==> config.mk <==
export PLATFORM = sky130hd
export DESIGN_NAME = mp64_mtimer
export DESIGN_NICKNAME = d
export VERILOG_FILES = /design/src/rtl/mp64_mtimer.sv
export SDC_FILE = /design/constraint.sdc
export NUM_CORES = 1
export LEC_CHECK = 0
export CORE_UTILIZATION = 53
export CTS_CLUSTER_DIAMETER = 40
export DETAILED_ROUTE_END_ITERATION = 8
export HOLD_SLACK_MARGIN = 0.02
export PLACE_DENSITY = 0.7
export SYNTH_ARGS = -nofsm -noshare
export SYNTH_HDL_FRONTEND = slang
export SYNTH_SLANG_ARGS = --single-unit
==> constraint.sdc <==
create_clock -name clk -period 24.1 [get_ports clk]
set_clock_uncertainty 0.05 [all_clocks]
set_input_delay 6.025 -clock clk [delete_from_list [all_inputs] [get_ports clk]]
set_output_delay 6.025 -clock clk [all_outputs]
set_load 0.01 [all_outputs]
==> src/rtl/mp64_mtimer.sv <==
// mp64_mtimer: NUM_CH independent compare/match timers on the byte-wide MMIO bus.
// Define MP64_TIMER_SNAPSHOT_EN to latch the counter on COUNT byte-0 reads for coherent multi-byte reads.
module mp64_mtimer #(
   parameter int NUM_CH = 4,
   parameter int CNT_W  = 32,
   parameter int AW     = $clog2(NUM_CH) + 4
) (
   input  logic              clk,
   input  logic              rst,
   input  logic              req,
   input  logic [AW-1:0]     addr,
   input  logic [7:0]        wdata,
   input  logic              wen,
   output logic [7:0]        rdata,
   output logic              ack,
   output logic [NUM_CH-1:0] irq,
   output logic              irq_any
);
   localparam int NB = CNT_W / 8;

   logic [AW-1:0]    ch_sel;
   logic [3:0]       reg_sel;

   logic [CNT_W-1:0] cnt_q   [NUM_CH];
   logic [CNT_W-1:0] cnt_d   [NUM_CH];
   logic [CNT_W-1:0] cmp_q   [NUM_CH];
   logic [CNT_W-1:0] cmp_d   [NUM_CH];
   logic [3:0]       ctrl_q  [NUM_CH];
   logic [3:0]       ctrl_d  [NUM_CH];
   logic [7:0]       presc_q [NUM_CH];
   logic [7:0]       presc_d [NUM_CH];
   logic [7:0]       pcnt_q  [NUM_CH];
   logic [7:0]       pcnt_d  [NUM_CH];
   logic [NUM_CH-1:0] match_q, match_d;
   logic [NUM_CH-1:0] ovf_q, ovf_d;
`ifdef MP64_TIMER_SNAPSHOT_EN
   logic [CNT_W-1:0] shadow_q [NUM_CH];
   logic [CNT_W-1:0] shadow_d [NUM_CH];
`endif
   logic [7:0]       rdata_q, rdata_d;
   logic             ack_q;

   logic             hit, wr, en, tick, is_match, carry, set_ovf, clr_m, clr_o;
   logic [CNT_W-1:0] inc;
   logic [31:0]      cv, sv, mv;

   assign ch_sel  = addr >> 4;
   assign reg_sel = addr[3:0];

   always_comb begin
      cnt_d    = cnt_q;
      cmp_d    = cmp_q;
      ctrl_d   = ctrl_q;
      presc_d  = presc_q;
      pcnt_d   = pcnt_q;
      match_d  = match_q;
      ovf_d    = ovf_q;
`ifdef MP64_TIMER_SNAPSHOT_EN
      shadow_d = shadow_q;
`endif
      hit      = 1'b0;
      wr       = 1'b0;
      en       = 1'b0;
      tick     = 1'b0;
      is_match = 1'b0;
      carry    = 1'b0;
      inc      = '0;
      set_ovf  = 1'b0;
      clr_m    = 1'b0;
      clr_o    = 1'b0;
      for (int unsigned i = 0; i < NUM_CH; i++) begin
         hit      = req && (ch_sel == AW'(i));
         wr       = hit && wen;
         en       = ctrl_q[i][0];
         tick     = en && (pcnt_q[i] == presc_q[i]);
         is_match = tick && (cnt_q[i] == cmp_q[i]) && (cmp_q[i] != '0);
         {carry, inc} = {1'b0, cnt_q[i]} + {{CNT_W{1'b0}}, 1'b1};
         pcnt_d[i] = (en && !tick) ? pcnt_q[i] + 8'd1 : 8'd0;

         if (is_match && ctrl_q[i][2]) cnt_d[i] = '0;
         else if (tick)                cnt_d[i] = inc;
         set_ovf = tick && !(is_match && ctrl_q[i][2]) && carry;
         if (is_match && ctrl_q[i][3]) ctrl_d[i][0] = 1'b0;

         // CPU byte writes are applied after the tick so they override it
         for (int unsigned j = 0; j < NB; j++) begin
            if (wr && reg_sel == 4'(j))     cnt_d[i][8*j +: 8] = wdata;
            if (wr && reg_sel == 4'(4 + j)) cmp_d[i][8*j +: 8] = wdata;
         end
         if (wr && reg_sel == 4'h8) ctrl_d[i]  = wdata[3:0];
         if (wr && reg_sel == 4'hA) presc_d[i] = wdata;

         clr_m = wr && (reg_sel == 4'h9) && wdata[0];
         clr_o = wr && (reg_sel == 4'h9) && wdata[1];
         match_d[i] = (match_q[i] && !clr_m) || is_match;
         ovf_d[i]   = (ovf_q[i] && !clr_o) || set_ovf;
`ifdef MP64_TIMER_SNAPSHOT_EN
         if (hit && !wen && reg_sel == 4'h0) shadow_d[i] = cnt_q[i];
`endif
      end
   end

   always_comb begin
      rdata_d = '0;
      cv      = '0;
      sv      = '0;
      mv      = '0;
      for (int unsigned i = 0; i < NUM_CH; i++) begin
         if (req && !wen && ch_sel == AW'(i)) begin
            cv = 32'(cnt_q[i]);
            mv = 32'(cmp_q[i]);
`ifdef MP64_TIMER_SNAPSHOT_EN
            sv = 32'(shadow_q[i]);
`else
            sv = cv;
`endif
            case (reg_sel)
               4'h0:    rdata_d = cv[7:0];
               4'h1:    rdata_d = sv[15:8];
               4'h2:    rdata_d = sv[23:16];
               4'h3:    rdata_d = sv[31:24];
               4'h4:    rdata_d = mv[7:0];
               4'h5:    rdata_d = mv[15:8];
               4'h6:    rdata_d = mv[23:16];
               4'h7:    rdata_d = mv[31:24];
               4'h8:    rdata_d = {4'b0, ctrl_q[i]};
               4'h9:    rdata_d = {6'b0, ovf_q[i], match_q[i]};
               4'hA:    rdata_d = presc_q[i];
               default: rdata_d = '0;
            endcase
         end
      end
   end

   always_ff @(posedge clk or posedge rst) begin
      if (rst) begin
         for (int unsigned i = 0; i < NUM_CH; i++) begin
            cnt_q[i]    <= '0;
            cmp_q[i]    <= '0;
            ctrl_q[i]   <= '0;
            presc_q[i]  <= '0;
            pcnt_q[i]   <= '0;
`ifdef MP64_TIMER_SNAPSHOT_EN
            shadow_q[i] <= '0;
`endif
         end
         match_q <= '0;
         ovf_q   <= '0;
         rdata_q <= '0;
         ack_q   <= 1'b0;
      end else begin
         cnt_q    <= cnt_d;
         cmp_q    <= cmp_d;
         ctrl_q   <= ctrl_d;
         presc_q  <= presc_d;
         pcnt_q   <= pcnt_d;
`ifdef MP64_TIMER_SNAPSHOT_EN
         shadow_q <= shadow_d;
`endif
         match_q  <= match_d;
         ovf_q    <= ovf_d;
         rdata_q  <= rdata_d;
         ack_q    <= req;
      end
   end

   always_comb begin
      irq = '0;
      for (int unsigned i = 0; i < NUM_CH; i++) irq[i] = match_q[i] & ctrl_q[i][1];
   end

   assign irq_any = |irq;
   assign rdata   = rdata_q;
   assign ack     = ack_q;
endmodule
==> impl_metrics.ini, run 1 <==
[run_status]
status = finished with violations
violations = design-rule violations

[timing]
finalMaxSlewViolations = 0
fmax_mhz = 115.9
period_needed_ns = 8.626
whs_ns = 0.4659
rsz0062_at_grt = false
worst_pin_slew_ns = 1.179
tns_ns = 0
slew_headroom = 0.2122
setup_viol = 0
hold_violations = 0
period_share = 0.3579

[clock_network]
post_cts_buffers = 0
clkLatencyLatePin_ns = 0.62
cts_resized = 0
cts-hold-fix-buffers = 0
cts_tree = built
clkSinkCount = 353
root_buffer = clkbuf_16
cts_buffers = 57
clock_path_buffers = 3
cts_max_level = 2
cts.clk_slew.worst_paths_ns = 0.06

[floorplan]
dieArea_um2 = 41040
core_area_um2 = 39730
fp.dieW_um = 202.6
ios = 32
fp-row-count = 73
start_util = 0.5367
die_y_um = 202.6

[worst_setup_path]
start_kind = primary input
worstPathArrival_ns = 9.13
crit_chain = clkdlybuf4s50_1 > nand2b_1 > nor2_2 > buf_4 > a22o_1 > a221oi_1 > and4_1 > a31oi_1 > o2111a_1
critPathSlowestCell = nor2_2
crit_type = primary input to register
worstPathMaxFanout = 17
worstSetupEndpointType = register
crit_required_ns = 24.61
max_stage_delay_ns = 0.79

[finish]
multi_input_area_um2 = 11750
final_nets = 2305
fill_cells = 3336
ff_latch_area_um2 = 8833
instances_no_fill = 2853
drive_gt1_frac = 0.1444
syn2layout_area_growth_pct = 11.79

[synth]
synth_ff_type = dfrtp_1
postSynthAreaPerCell_um2 = 9.188
synth.mux.area_fraction = 0.08027
synth_common_cells = dfrtp_1 (353), nor2_1 (229), nand2_1 (202)
synth-xor-area-share = 0.07681
synth_edf_count = 0
synth_top_area_frac = 0.4142
yosys.area_share.adder = 0.004694
synthCells = 2321
synth_area_leaders = dfrtp_1 (41%), mux2_2 (7.7%), xor2_1 (7.1%)
seq_area_frac_synth = 0.4142
ys_seq_elements = 353
synth.largest_area_cell = dfrtp_1
synth_warnings = 0
synth-compound-area-share = 0.1550
synth.distinct_cells = 68
synth_most_common_cell = dfrtp_1
synth-simple-area-share = 0.2314
synth_top_family_by_area = simple AND/OR/NAND/NOR gates
synthArstFlopShare = 1.000
synth_area_um2 = 21320
synthesis.nets = 2347

[detailed_routing]
drt_iter0_drc = 2572
vias_per_cell = 6.860
drc = 2
drtAntennaViolNets = 0
vias = 19572
wl_per_cell_um = 25.99
dr.pass1.iters = 9
drt_wl_total_mm = 74.14

[global_routing]
grt_max_degree = 135
grt_antenna_before_repair = 3
grt_use_total = 0.3628
grt_pass1_wl_mm = 114.9
first_global_vias = 18680
grt_overflow = 0

[place]
port_buffers = 31
routabilityCongestion = 1.021
hpwl_mm = 48.88
place_inst = 2745

[worst_hold_path]
hold_class = register to register

[flow_run]
max-cap-violations = 0

[power_and_ir_drop]
powerDensity_nw_per_um2 = 87.98
p_leak_nw = 9.828
ir_drop_mv = 0.05924
-- per-layer routing --
| layer | GRT usage | wire, µm |
|---|---|---|
| met5 | 0 | 18 |
| met4 | 0.1544 | 3233 |
| met3 | 0.06501 | 7028 |
| met2 | 0.5632 | 33740 |
| met1 | 0.4987 | 30120 |
-- path summary, 6_finish.rpt --
check	from	endpoint	slack, ns	cells after the start
max	addr[1]	rdata[1]	15.47	9
min	match_q[2]	match_q[2]	0.47	1
max reg2reg	presc_q[29]	cnt_q[115]	20.96	7
min reg2reg	match_q[2]	match_q[2]	0.47	1
max in group asynchronous	rst	cmp_q[9]	15.63	4
min in group asynchronous	rst	cnt_q[113]	5.98	2
-- where the power goes --
group	total [mW]	internal [mW]	switching [mW]
clock	0.854	0.519	0.335
sequential	0.850	0.671	0.179
combinational	0.393	0.156	0.237
total	2.10	1.35	0.751
-- layout by cell type, fill, tap and decap left out, types with 42 or more instances in the layout --
cell type and n:
dfrtp_1 353, nand4_1 62, nand3_1 105, a221oi_1 42
nand2_1 202, o21ai_1 50, o21ai_0 89, clkbuf_16 59
nor2_1 226, a21oi_1 64, a31oi_1 119, xor2_1 173
a22oi_1 66, mux2_2 146, nor4_1 71
-- critical path, delay by kind of cell --
| kind | cells | cell delay [ns] |
|---|---|---|
| buffers and inverters | 2 | 1.16 |
| and+or+nand+nor | 3 | 1.27 |
| AOI/OAI and AO/OA | 4 | 0.68 |
-- cell families after synthesis --
kind of cell	after synthesis
buffers and inverters	183
XOR/XNOR	187
AO/OA/AOI/OAI	509
AND/OR/NAND/NOR	929
multiplexers	152
flip-flops	353
adder cells (fa/ha/maj)	8
-- cell type report --
type	count	area share
well taps	525	0.02755
inverters	18	0.003149
multi-input cells	1785	0.4927
flip-flops and latches	353	0.3705
diodes	1	0.0001050
clock buffers	67	0.06571
clock inverters	40	0.01826
repair buffers	64	0.02194
-- registers in the layout, indices dropped and copies added (netlist names) --
signal	cells
cmp_q	128
match_q	4
presc_q	32
ovf_q	4
cnt_q	128
ctrl_q	16
pcnt_q	32
rdata	8
ack	1
-- through the flow --
| stage | setup WS [ns] | area, µm² | util | power (mW) |
|---|---|---|---|---|
| detailed placement | 14.90 | 21830 | 0.5496 | 1.238 |
| floorplan | 8.233 | 21320 | - | 1.087 |
| CTS | 15.54 | 23840 | 0.5999 | 2.090 |
| finish | 15.47 | 23840 | 0.6000 | 2.097 |
| global route | 15.18 | 23840 | 0.6000 | 2.179 |
| global placement | 14.95 | 21830 | 0.5496 | 1.226 |
(Power assumes the default switching activity.)
==> run 2, diff against run 1 <==
Clock period 24.1 ns to 8.11 ns, I/O delays scaled along.
==> run 2 against run 1 <==
  * The run now ends clean
  * Global-route usage rose by 0.84 points
  * Routed wire length rose by 1.2%
  * Power rose to 3.0 times the previous value
  * Worst setup slack got worse by 12 ns
  * Sequential power rose to 3.0 times the previous value
  * Cell count rose by 0.18%
  * Register-to-register slack got worse by 16 ns
  * Cell area rose by 0.20%
  * Hold slack improved by 0.017 ns
  * Flip-flop and latch count did not move
  * Core utilization rose by 0.12 points
  * Critical endpoint is now rdata[7]
  * Highest routed layer unchanged
==> impl_metrics.ini, run 2 (same netlist as run 1, synthesis figures left out) <==
[timing]
rsz0062_at_grt = false
slew_headroom = 0.1063
worst_pin_slew_ns = 1.336
tns_ns = 0
period_share = 0.5899
fmax_mhz = 209.0
finalMaxSlewViolations = 0
period_needed_ns = 4.784
setup_viol = 0
hold_violations = 0

[clock_network]
cts_buffers = 60
post_cts_buffers = 0
cts.clk_slew.worst_paths_ns = 0.06
cts-hold-fix-buffers = 0
clock_path_buffers = 3
cts_resized = 0
clkLatencyLatePin_ns = 0.62
cts_tree = built
cts_max_level = 2
clkSinkCount = 353
root_buffer = clkbuf_16

[global_routing]
grt_use_total = 0.3711
grt_overflow = 0
grt_antenna_before_repair = 1
grt_max_degree = 162
first_global_vias = 18841
grt_pass1_wl_mm = 116.9

[detailed_routing]
wl_per_cell_um = 26.24
drt_wl_total_mm = 75.00
vias_per_cell = 6.858
vias = 19599
drc = 0
drtAntennaViolNets = 0
drt_iter0_drc = 2282
dr.pass1.iters = 8

[floorplan]
ios = 32
core_area_um2 = 39730
die_y_um = 202.6
start_util = 0.5367
fp-row-count = 73
dieArea_um2 = 41040
fp.dieW_um = 202.6

[worst_hold_path]
holdCritStartpoint = ctrl_q[9]
whs_path_depth = 1
hold_end = ctrl_q[9]
hold_class = register to register

[finish]
drive_gt1_frac = 0.1470
n_antenna_cell = 0
ff_latch_area_um2 = 8833
final_cell_mix = dfrtp_1 (353), nor2_1 (226), nand2_1 (202)
final_common_cell = dfrtp_1
largestRegisters = cmp_q (128), cnt_q (128)
fill_cells = 3397
multi_input_area_um2 = 11750
final_nets = 2310
syn2layout_area_growth_pct = 12.02

[place]
port_buffers = 31
routabilityCongestion = 1.014
hpwl_mm = 49.60

[power_and_ir_drop]
powerDensity_nw_per_um2 = 262.2
fin_total_pwr_mw = 6.263
power_frac_comb = 0.187
p_int_mw = 4.007
switching_share = 0.3602
ir_drop_mv = 0.1732
seq_power_share = 0.403
p_switching_mw = 2.256
p_leak_nw = 9.855
power.clock.fraction = 0.410

[worst_setup_path]
critPathSlowestCell = nor3_4
max_stage_delay_ns = 1.05
reg2reg_to = cnt_q[115]
crit_type = primary input to register
crit_chain = clkdlybuf4s50_1 > nand2b_1 > nor3_4 > buf_4 > a222oi_1 > nand4_1 > a21oi_1 > a211oi_1
r2r_setup_slack_ns = 4.96
r2r-start = presc_q[29]
crit_required_ns = 8.56
start_kind = primary input
worstPathMaxFanout = 24
worstPathArrival_ns = 5.23
r2r_cells = 7
worstSetupEndpointType = register

[flow_run]
max-cap-violations = 0

[run_status]
status = finished clean
-- run 2: worst max path at each step --
stage,start,endpoint,slack (ns),depth (start not counted)
after global placement,addr[0],cnt_q[104],2.89,7
after global routing,addr[0],cnt_q[79],3.26,6
final,addr[0],rdata[7],3.33,8
after floorplan,rst,ack,1.30,1
after detailed placement,addr[0],cnt_q[104],2.87,7
after CTS,addr[0],cnt_q[104],3.48,7
-- run 2: routing by layer --
| metal | wire length [µm] | global-route usage |
|---|---|---|
| met5 | 13 | 0 |
| met4 | 3594 | 0.1748 |
| met3 | 7036 | 0.06469 |
| met2 | 33630 | 0.5671 |
| met1 | 30730 | 0.5126 |
-- run 2: critical path: cells and delay by family --
family,cells,cell delay (ns)
AND/OR/NAND/NOR,3,1.46
buffers and inverters,2,1.16
AO/OA/AOI/OAI,3,0.56
-- run 2: area by class of cell --
cell class / count / area share
clock buffers: 67 / 0.06694
clock inverters: 44 / 0.01802
inverters: 18 / 0.002986
multi-input cells: 1785 / 0.4917
flip-flops and latches: 353 / 0.3698
well taps: 525 / 0.02750
repair buffers: 66 / 0.02305
-- run 2: metrics by stage --
stage	hold WS, ns	cells	utilization	setup slack, ns	cell area [µm²]
5_1_grt	0.4923	2858	0.6012	3.257	23890
3_3_place_gp	0.4652	2747	0.5502	2.889	21860
6_report	0.4831	2858	0.6012	3.326	23890
4_1_cts	0.4803	2858	0.6012	3.479	23890
3_5_place_dp	0.4669	2747	0.5502	2.866	21860
2_1_floorplan	0.4136	2321	-	1.304	21330
-- run 2: power groups by stage --
stage               logic (mW)  registers [mW]  clock network [mW]
finish                    1.17            2.52                2.57
detailed placement        1.15            2.52                   0
global placement          1.12            2.52                   0
global route              1.29            2.55                2.68
CTS                       1.15            2.50                2.59
floorplan                0.993            2.24                   0
